**config.mk**
```make
export PLATFORM = sky130hd
export DESIGN_NAME = ex_mem_branch_stage
export DESIGN_NICKNAME = d
export VERILOG_FILES = /design/src/rtl/ex_mem_branch_stage_pkg.sv /design/src/rtl/ex_mem_branch_stage_cond.sv /design/src/rtl/ex_mem_branch_stage.sv
export SDC_FILE = /design/constraint.sdc
export NUM_CORES = 1
export LEC_CHECK = 0
export ABC_CLOCK_PERIOD_IN_PS = 5700
export BUFFER_PORTS_ARGS = -buffer_cell sky130_fd_sc_hd__buf_4
export CAP_MARGIN = 25
export CORE_MARGIN = 5
export CORE_UTILIZATION = 49
export DETAILED_ROUTE_END_ITERATION = 8
export PLACE_DENSITY = 0.85
export SYNTH_ARGS = -nofsm -noshare
export SYNTH_HDL_FRONTEND = slang
export SYNTH_SLANG_ARGS = --single-unit
```
**constraint.sdc**
```tcl
create_clock -name clk -period 5.7 [get_ports clk]
set_clock_uncertainty 0.1 [all_clocks]
set_input_delay 0.57 -clock clk [delete_from_list [all_inputs] [get_ports clk]]
set_output_delay 0.57 -clock clk [all_outputs]
set_load 0.05 [all_outputs]
```
**src/rtl/ex_mem_branch_stage_pkg.sv**
```systemverilog
// ex_mem_branch_stage_pkg: shared branch opcodes, squash FSM states and datapath width
package ex_mem_branch_stage_pkg;
  localparam int DEFAULT_DATA_W = 32;
  typedef enum logic [2:0] {
    BEQ  = 3'd0,
    BNE  = 3'd1,
    BLTZ = 3'd2,
    BGEZ = 3'd3,
    BGTZ = 3'd4,
    BLEZ = 3'd5
  } br_op_t;
  typedef enum logic {
    IDLE   = 1'b0,
    SQUASH = 1'b1
  } state_t;
endpackage

```
**src/rtl/ex_mem_branch_stage_cond.sv**
```systemverilog
// br_cond_eval: resolves a branch condition from the subtractor zero/neg flags
module br_cond_eval
  import ex_mem_branch_stage_pkg::*;
(
  input  logic [2:0] br_op,
  input  logic       zero,
  input  logic       neg,
  output logic       cond
);
  always_comb cond = br_op == BEQ  ? zero :
                     br_op == BNE  ? !zero :
                     br_op == BLTZ ? neg :
                     br_op == BGEZ ? !neg :
                     br_op == BGTZ ? (!neg && !zero) :
                     br_op == BLEZ ? (neg || zero) : 1'b0;
endmodule

```
**src/rtl/ex_mem_branch_stage.sv**
```systemverilog
// ex_mem_branch_stage: EX->MEM register with branch resolution, PC redirect and wrong-path squash
module ex_mem_branch_stage
  import ex_mem_branch_stage_pkg::*;
#(
  parameter int DATA_W   = DEFAULT_DATA_W,
  parameter int SQUASH_N = 2
) (
  input  logic              clk,
  input  logic              rst,
  input  logic              in_valid,
  output logic              in_ready,
  input  logic [DATA_W-1:0] sub_result,
  input  logic              sub_zero,
  input  logic              sub_neg,
  input  logic              is_branch,
  input  logic [2:0]        br_op,
  input  logic [DATA_W-1:0] br_target,
  input  logic [4:0]        rd_addr,
  input  logic              reg_write,
  input  logic              mem_read,
  input  logic              mem_write,
  input  logic [DATA_W-1:0] store_data,
  input  logic              mem_stall,
  output logic              out_valid,
  output logic [DATA_W-1:0] out_result,
  output logic [4:0]        out_rd,
  output logic              out_reg_write,
  output logic              out_mem_read,
  output logic              out_mem_write,
  output logic [DATA_W-1:0] out_store_data,
  output logic              redirect_valid,
  output logic [DATA_W-1:0] redirect_pc
);
  localparam int CW = SQUASH_N > 1 ? $clog2(SQUASH_N + 1) : 1;
  state_t state, state_n;
  logic [CW-1:0] cnt, cnt_n;
  logic cond, accept, squash_active, taken, keep;
  br_cond_eval u_cond (
    .br_op(br_op),
    .zero (sub_zero),
    .neg  (sub_neg),
    .cond (cond)
  );
  assign in_ready      = !mem_stall;
  assign accept        = in_valid && in_ready;
  assign squash_active = state == SQUASH;
  assign taken         = accept && is_branch && cond && !squash_active;
  assign keep          = in_valid && !squash_active;
  always_comb begin
    state_n = state;
    cnt_n   = cnt;
    if (taken && SQUASH_N != 0) begin
      state_n = SQUASH;
      cnt_n   = CW'(SQUASH_N);
    end else if (squash_active && !mem_stall) begin
      cnt_n   = cnt - CW'(1);
      state_n = cnt == CW'(1) ? IDLE : SQUASH;
    end
  end
  always_ff @(posedge clk or posedge rst)
    if (rst) begin
      state <= IDLE;
      cnt   <= '0;
    end else begin
      state <= state_n;
      cnt   <= cnt_n;
    end
  always_ff @(posedge clk or posedge rst)
    if (rst) begin
      out_valid      <= 1'b0;
      out_result     <= '0;
      out_rd         <= '0;
      out_reg_write  <= 1'b0;
      out_mem_read   <= 1'b0;
      out_mem_write  <= 1'b0;
      out_store_data <= '0;
      redirect_valid <= 1'b0;
      redirect_pc    <= '0;
    end else begin
      redirect_valid <= taken;
      if (taken) redirect_pc <= br_target;
      if (!mem_stall) begin
        out_valid      <= keep;
        out_result     <= sub_result;
        out_rd         <= rd_addr;
        out_reg_write  <= keep && reg_write;
        out_mem_read   <= keep && mem_read;
        out_mem_write  <= keep && mem_write;
        out_store_data <= store_data;
      end
    end
endmodule

```
After elaboration in Yosys (flattened, before gate mapping)
Cells that the tools add are included.
Storage, ports and cells
  bits in registers: 109
  output and inout bits: 107
  word-level logic and storage cells: 46
Cells by class
  $add $sub $neg: 1
  equal/unequal tests: 6
  muxes and demuxes: 11
  reduce and logical (&&, ||, !) cells: 17
Operator list (number)
  $logic_and 1x1->1: 10
  $mux 1: 9
  $eq 3x2->1 const B: 2
  $eq 3x3->1 const B: 2
  $logic_not 1->1: 4
  $mux 2: 2
  $eq 3x1->1 const B: 1
  $logic_not 3->1: 1
  $eq 2x1->1 const B: 1
  $reduce_bool 2->1: 1
  $sub 2x1->2 const B: 1
  $logic_or 1x1->1: 1

Longest topological paths before layout
Gate-level depths: netlist of the first run.
  depth after elaboration: 10
  depth in mapped cells: 7
  gate-level depth less buffers: 5

Cells and area by module
Synthesis of the first run repeated with hierarchy kept, for this count alone.
Second synthesis, totals
  cells, all modules: 254
  area total of the unflattened synthesis: 4222.8 um^2
Modules (own cells, without submodules)
  ex_mem_branch_stage: instances 1, cells an instance 246, area each 4164.0 um^2, seq. area each 2727.6 um^2
  br_cond_eval: instances 1, cells an instance 8, area each 58.8 um^2, seq. area each 0.0 um^2

Least setup slack after synthesis of the first run
OpenSTA, ideal clock, no wires.
  kind: input to register
  from: input port mem_stall
  to: register redirect_pc[1]
  setup time: 131 ps
  data arrival time: 1885 ps
  data required time: 5469 ps
  path slack: 3584 ps
  cell stages on the path: 6
  cell sequence: clkbuf_1 > inv_1 > nand3_1 > nor3_1 > buf_2 > o22ai_1
Between the ends
  word-level cells in the longest chain between the ends: 5
RTL lines
  from (decl): RTL line ex_mem_branch_stage.sv:23  | input logic mem_stall,
  $logic_not 1->1
  named net in_ready: RTL line ex_mem_branch_stage.sv:11  | output logic in_ready,
  $logic_and 1x1->1: RTL line ex_mem_branch_stage.sv:45  | assign accept = in_valid && in_ready;
  $logic_and 1x1->1 (3 in a row): RTL line ex_mem_branch_stage.sv:47  | assign taken = accept && is_branch && cond && !squash_active;
  to (signal assigned): RTL line ex_mem_branch_stage.sv:81  | if (taken) redirect_pc <= br_target;
  to (decl): RTL line ex_mem_branch_stage.sv:32  | output logic [DATA_W-1:0] redirect_pc
The timed path passes the listed nets, and every way through them passes these cells.
A chain may end at the register's enable or synchronous reset.

Worst setup path in the final report of the first run
  from: register state, in the netlist squash_active
  to: register redirect_pc[30]
Between the ends
  word-level cells in the longest chain between the ends: 2
RTL lines
  from (decl): RTL line ex_mem_branch_stage.sv:35  | state_t state, state_n;
  from (signal assigned): RTL line ex_mem_branch_stage.sv:65  | state <= state_n;
  $logic_not 1->1: RTL line ex_mem_branch_stage.sv:47
  $logic_and 1x1->1: RTL line ex_mem_branch_stage.sv:47
No other way between the ends.

==> qor.csv, run 1 <==
stage,metric,value,unit
grt,antenna_found_initial,0,
die,rows,34,
die,die_y,104,um
layout,fin_area,6270,um2
drt,drt-wirelength-per-cell,17.8,um
sta,hold_viol,0,
synthesis,yosys.area.top_type_share,63.2,%
critical_path,rr_worst_depth,5,
sta,worst_slack,3.32,ns
cts,cts_tree,done,
cts,ctsResizeCount,0,
pwr,p_total,2.69,mW
layout,fin_cells,662,
grt,grt_pass1_wl,19.4,mm
synthesis,synth_area_leaders,"dfrtp_1 (63%), mux2_2 (18%), nand2_1 (6.3%)",
run_status,status,"complete, no violations",
cts,cts_setup_buffers,0,
layout,diodes,0,
critical_path,path_class,flop to flop,
critical_path,cp.arrival,2.47,ns
grt,track_usage,21.8,%
sta,finalCriticalPeriod,2.38,ns
critical_path,cp.required,5.79,ns
grt,grt-ovfl-total,0,
drt,viasPerCell,5.21,
synthesis,synth_seq_area_share,63.2,%
synthesis,yosysUniqueCellTypes,22,
sta,tightest_slew,0.909,ns
sta,fmax,0.420,GHz
layout,drive_above_1_share,57.4,%
synthesis,yosysTopAreaCell,dfrtp_1,
die,io_pins,221,
run,max-cap-violations,0,
sta,holdWs,0.0851,ns
pwr,power_density,430,nW/um2
drt,dr_total_vias,3446,
placement,dpl-instance-area,6050,um2
synthesis,yosys_warnings,0,
synthesis,avgSynthCellArea,12.9,um2
critical_path,end_kind,flop,
placement,dp.final_hpwl,8.98,mm
die,core-area,8640,um2
placement,routabilityCongestion,0.785,
die,fp.dieW,104,um
synthesis,syn_nets,449,
drt,wl,11.8,mm
critical_path,cp_max_fo,21,
drt,dr.pass1.iters,4,
sta,rsz0062_at_grt,no,
cts,clockBufferDepth,2,
synthesis,synthesis.area,4310,um2
placement,io_buffers,220,
sta,relSlewSlack,39.4,%
layout,area_growth,45.3,%
placement,post-place-ws,3.13,ns
cts,hold_buffers,0,
drt,drcViolationCount,0,
die,start_util,49.9,%
layout,post-route-util,72.6,%
pwr,ir_drop,234,uV
drt,drt_iter0_drc,114,
cts,clock-root-buffer,clkbuf_8,
drt,final_antenna_net_count,0,
sta,setup_viol,0,
cts,cts_buffers,9,
pwr,p_leak,3.04,nW
synthesis,synthCells,334,
layout,layout.nets,664,
die,die_area,10800,um2
worst_hold_path,min_path_type,input port to async pin,
sta,slew_violations,0,
cts,cts.htree.levels,3,
sta,fin_crit_sh,41.8,%
critical_path,startpoint_type,flop,
grt,grt_start_max_net_pins,83,
sta,tns,0,ns
cts,cts_sinks,109,
grt,first_global_vias,3794,
synthesis,synth-seq-cells,109,
placement,place_inst,645,
cts,clk_pin_slew,0.10,ns
cts,clkLatencyLatePin,0.34,ns
==> worst paths after layout <==
| kind | from | endpoint | slack, ns |
|---|---|---|---|
| worst min-delay path | rst | redirect_pc[8]$_DFFE_PP0P_ | 0.09 |
| max in group asynchronous | rst | redirect_pc[27]$_DFFE_PP0P_ | 4.42 |
| min in group clk | sub_result[3] | out_result[3]$_DFFE_PP0N_ | 0.34 |
| worst max register to register | squash_active$_DFFE_PP0P_ | redirect_pc[30]$_DFFE_PP0P_ | 3.32 |
| worst min register to register | out_mem_write$_DFFE_PP0N_ | out_mem_write$_DFFE_PP0N_ | 0.39 |
| worst max-delay path | squash_active$_DFFE_PP0P_ | redirect_pc[30]$_DFFE_PP0P_ | 3.32 |
==> worst max-delay path, stage by stage (launching register included) <==
cell	delay [ns]
dfrtp_1	0.48
nor2b_1	0.32
nand3_1	0.21
nor3_2	0.62
buf_4	0.38
o22ai_1	0.12
==> logic make-up after synthesis <==
logic type | Yosys count | synth area share, %
AO/OA/AOI/OAI | 42 | 6.59
XOR/XNOR | 3 | 0.609
adder cells (fa/ha/maj) | 1 | 0.290
buffers and inverters | 26 | 2.99
flip-flops | 109 | 63.2
multiplexers | 70 | 18.3
AND/OR/NAND/NOR | 83 | 8.01
==> cell type report <==
class	count	area, um2
multi-input cells	199	1480
fillers	608	2370
flip-flops and latches	109	2730
inverters	4	17.5
clock inverters	5	35.0
well taps	108	135
repair buffers	226	1720
clock buffers	11	151
==> routing by layer <==
| metal | routed length (um) | track usage [%] | up-vias |
|---|---|---|---|
| li1 | - | - | 1574 |
| met5 | 0 | 0 | - |
| met1 | 4330 | 26.1 | 1697 |
| met2 | 6050 | 36.3 | 151 |
| met4 | 306 | 8.05 | 0 |
| met3 | 1090 | 7.71 | 24 |
==> where the power goes <==
group	switching, mW	internal (mW)	leakage, nW	total [mW]
Sequential	0.108	0.943	1.32	1.05
Clock	0.254	0.183	0.0953	0.438
Combinational	0.820	0.385	1.63	1.21
==> cells in the final DEF (no fill, tap or decap), drive strengths merged, types with 2 or more instances in the layout <==
cell / n
nor2b: 3
xnor2: 2
dfrtp: 109
inv: 4
clkinv: 4
clkbuf: 11
nand3: 2
nand2b: 2
o21ai: 7
buf: 226
o22ai: 32
mux2: 70
nand2: 72
==> cell usage after synthesis <==
library cell / instances
xnor2_1: 2
nand2b_1: 2
mux2_2: 70
buf_6: 3
a221oi_2: 1
nor4bb_1: 1
nor3_1: 1
nand3_1: 2
nor2b_1: 3
dfrtp_1: 109
xor2_1: 1
ha_1: 1
buf_2: 7
a2bb2oi_4: 1
o21ai_0: 7
o22ai_1: 32
nor2_1: 1
nor4b_2: 1
o21a_1: 1
clkbuf_1: 12
nand2_1: 72
inv_1: 4
==> state kept, by name, summed over array words and instances (netlist names), 2 cells and up <==
name,count
out_result,32
out_store_data,32
redirect_pc,32
out_rd,5
cnt,2
Note: power is estimated with default switching activity, not from simulation.
==> run 2, diff against run 1 <==
--- a/config.mk
+++ b/config.mk
@@ -5,13 +5,14 @@
 export SDC_FILE = /design/constraint.sdc
 export NUM_CORES = 1
 export LEC_CHECK = 0
-export ABC_CLOCK_PERIOD_IN_PS = 5700
+export ABC_AREA = 1
+export ABC_CLOCK_PERIOD_IN_PS = 2400
 export BUFFER_PORTS_ARGS = -buffer_cell sky130_fd_sc_hd__buf_4
 export CAP_MARGIN = 25
 export CORE_MARGIN = 5
-export CORE_UTILIZATION = 49
+export CORE_UTILIZATION = 45
 export DETAILED_ROUTE_END_ITERATION = 8
-export PLACE_DENSITY = 0.85
+export PLACE_DENSITY = 0.8
 export SYNTH_ARGS = -nofsm -noshare
 export SYNTH_HDL_FRONTEND = slang
 export SYNTH_SLANG_ARGS = --single-unit
==> constraint.sdc (replaced) <==
create_clock -name clk -period 2.4 [get_ports clk]
set_clock_uncertainty 0.1 [all_clocks]
set_input_delay 0.24 -clock clk [delete_from_list [all_inputs] [get_ports clk]]
set_output_delay 0.24 -clock clk [all_outputs]
set_load 0.05 [all_outputs]
==> run 2 against run 1 <==
Against the previous run:
- global-route usage increased by 2.9 points
- critical path type is now input port to primary output
- clock-buffer cell count unchanged
- area after synthesis decreased by 0.90%
- largest power group unchanged
==> qor.csv, run 2 <==
stage,metric,value,unit
sta,slew_violations,0,
sta,rsz0062_at_grt,no,
pwr,pwr-share-comb,43.9,%
drt,wl,14.0,mm
grt,antenna_found_initial,1,
synthesis,yosysMostFrequentCell,nand2_1,
cts,clock-root-buffer,clkbuf_8,
worst_hold_path,hold-path-endpoint,out_result[14]$_DFFE_PP0N_,
sta,setup_viol,0,
synthesis,yosys.area.top_type_share,63.8,%
die,core-area,9240,um2
cts,clockBufferDepth,2,
sta,holdWs,0.0178,ns
drt,viasPerCell,4.78,
grt,first_global_vias,4550,
drt,dr_total_vias,4354,
drt,drt_iter0_drc,255,
pwr,internal_power,3.46,mW
synthesis,synthCells,486,
worst_hold_path,min_path_cells,3,
synthesis,synth_ff_type,dfrtp_1,
die,die_y,107,um
sta,tightest_slew,0.729,ns
pwr,p_total,6.15,mW
pwr,p_seq_share,39.7,%
run_status,status,"complete, no violations",
sta,finalCriticalPeriod,1.63,ns
grt,met1_usage,29.5,%
grt,grtUsageMet3,8.04,%
synthesis,avgSynthCellArea,8.79,um2
grt,track_usage,24.8,%
synthesis,yosysTopAreaCell,dfrtp_1,
layout,regArea,2730,um2
run,max-cap-violations,0,
synthesis,yosys_warnings,0,
critical_path,end_kind,primary output,
cts,cts_setup_buffers,0,
synthesis,syn_nets,601,
critical_path,worst_path_max_delay_cell,buf_4,
drt,dr.pass1.iters,6,
critical_path,cp.arrival,1.29,ns
pwr,power_switching,2.69,mW
grt,grt_busiest_layer,met2,
die,io_pins,221,
cts,cts.htree.levels,3,
pwr,p_leak,3.90,nW
sta,tns,0,ns
placement,io_buffers,220,
grt,grt_start_max_net_pins,76,
worst_hold_path,min_path_type,input port to flop,
critical_path,startpoint_type,input port,
critical_path,worstPathCellList,buf_4 > inv_2 > buf_4 > buf_4,
synthesis,synth_area_leaders,"dfrtp_1 (64%), nand2_1 (25%), nand3_1 (4.4%)",
grt,grt-ovfl-total,0,
sta,fin_crit_sh,67.9,%
pwr,power_density,885,nW/um2
cts,clkLatencyLatePin,0.35,ns
cts,cts_tree,done,
drt,final_antenna_net_count,0,
die,die_area,11500,um2
synthesis,async_flop_share,100,%
layout,layout_commonest_cell,nand2_1,
critical_path,cp_max_fo,71,
critical_path,cp.required,2.06,ns
sta,relSlewSlack,51.4,%
sta,worst_slack,0.770,ns
synthesis,synth_edf_count,0,
die,rows,35,
critical_path,path_common_cell,buf_4,
sta,fmax,0.613,GHz
placement,dp.final_hpwl,9.00,mm
cts,cts_buffers,9,
critical_path,path_class,input port to primary output,
synthesis,synthesis.area,4270,um2
layout,fillCellCount,587,
grt,grt_pass1_wl,22.8,mm
critical_path,reg2reg_setup_slack,0.88,ns
drt,drt-wirelength-per-cell,15.4,um
critical_path,slowest_delay,0.52,ns
layout,post-route-util,75.2,%
cts,clk_pin_slew,0.09,ns
layout,multi_input_area,1360,um2
worst_hold_path,hold_start,sub_result[14],
drt,drcViolationCount,0,
placement,routabilityCongestion,0.778,
critical_path,r2r_start,squash_active$_DFFE_PP0P_,
layout,reg_top3,"out_result: 32 flops, out_store_data: 32 flops, redirect_pc: 32 flops",
grt,grt_use_met2,42.6,%
layout,area_growth,62.7,%
pwr,switching_share,43.8,%
layout,layout.nets,890,
synthesis,synth_common_cells,"nand2_1 (287), dfrtp_1 (109), nand3_1 (38)",
die,start_util,46.3,%
die,fp.dieW,107,um
synthesis,yosysUniqueCellTypes,16,
cts,cts_sinks,109,
critical_path,rr_worst_depth,6,
placement,post-place-ws,0.766,ns
pwr,clkPwrFrac,16.3,%
synthesis,synth_seq_area_share,63.8,%
layout,drive_above_1_share,31.7,%
layout,final_cell_mix,"nand2_1 (287), buf_4 (225), dfrtp_1 (109)",
sta,hold_viol,0,
pwr,ir_drop,861,uV
synthesis,synth-seq-cells,109,
critical_path,regToRegEndpoint,redirect_pc[18]$_DFFE_PP0P_,
[run 2: worst max path at each step]
stage / start / to / slack (ns)
after floorplan: rst / cnt[0]$_DFFE_PP0P_ / 0.74
after global placement: mem_stall / in_ready / 0.79
after detailed placement: mem_stall / in_ready / 0.77
after CTS: mem_stall / in_ready / 0.76
after global routing: mem_stall / in_ready / 0.70
final: mem_stall / in_ready / 0.77
[run 2: cells by family after synthesis]
family / share of synthesized area, %
buf+inv: 4.48
fa+ha+maj: 0.293
compound gates: 0.585
flops: 63.8
simple gates: 30.8
[run 2: power groups by stage]
| stage | registers [mW] | logic [mW] | clock network [mW] |
|---|---|---|---|
| detailed placement | 2.46 | 2.61 | 0 |
| finish | 2.44 | 2.70 | 1.00 |
| global placement | 2.44 | 2.57 | 0 |
| global route | 2.49 | 2.87 | 1.11 |
| CTS | 2.44 | 2.71 | 1.04 |
| floorplan | 3.70 | 0.449 | 0 |
[run 2: worst max-delay path: cells and delay by family]
family                 cells  cell delay, ns
buffers and inverters      4            1.01
[run 2: timing repair]
| item | in CTS | in global routing |
|---|---|---|
| endpoints found under the setup margin | 0 | 0 |
| hold buffers | 75 | 1 |
| hold endpoints to repair | 98 | 1 |
| gates resized for setup | 0 | 0 |
[run 2: stage by stage]
step | instance area, um2 | instances
after floorplan | 4280 | 486
final | 6950 | 910
after global routing | 6950 | 910
after detailed placement | 6010 | 817
after CTS | 6940 | 908
after global placement | 6010 | 817
[run 2: layout make-up]
cell class | instances | area share [%]
Antenna cell | 1 | 0.0360
Clock buffer | 11 | 2.03
Clock inverter | 5 | 0.504
Inverter | 15 | 0.864
Multi-Input combinational cell | 338 | 19.5
Sequential cell | 109 | 39.2
Tap cell | 129 | 2.32
Timing Repair Buffer | 302 | 35.5
[run 2: metal layers]
metal  routed length [um]  vias to the layer above
met5                    0                        -
met4                  352                        0
met3                 1550                       31
met2                 6810                      236
met1                 5260                     2031
li1                     -                     2056
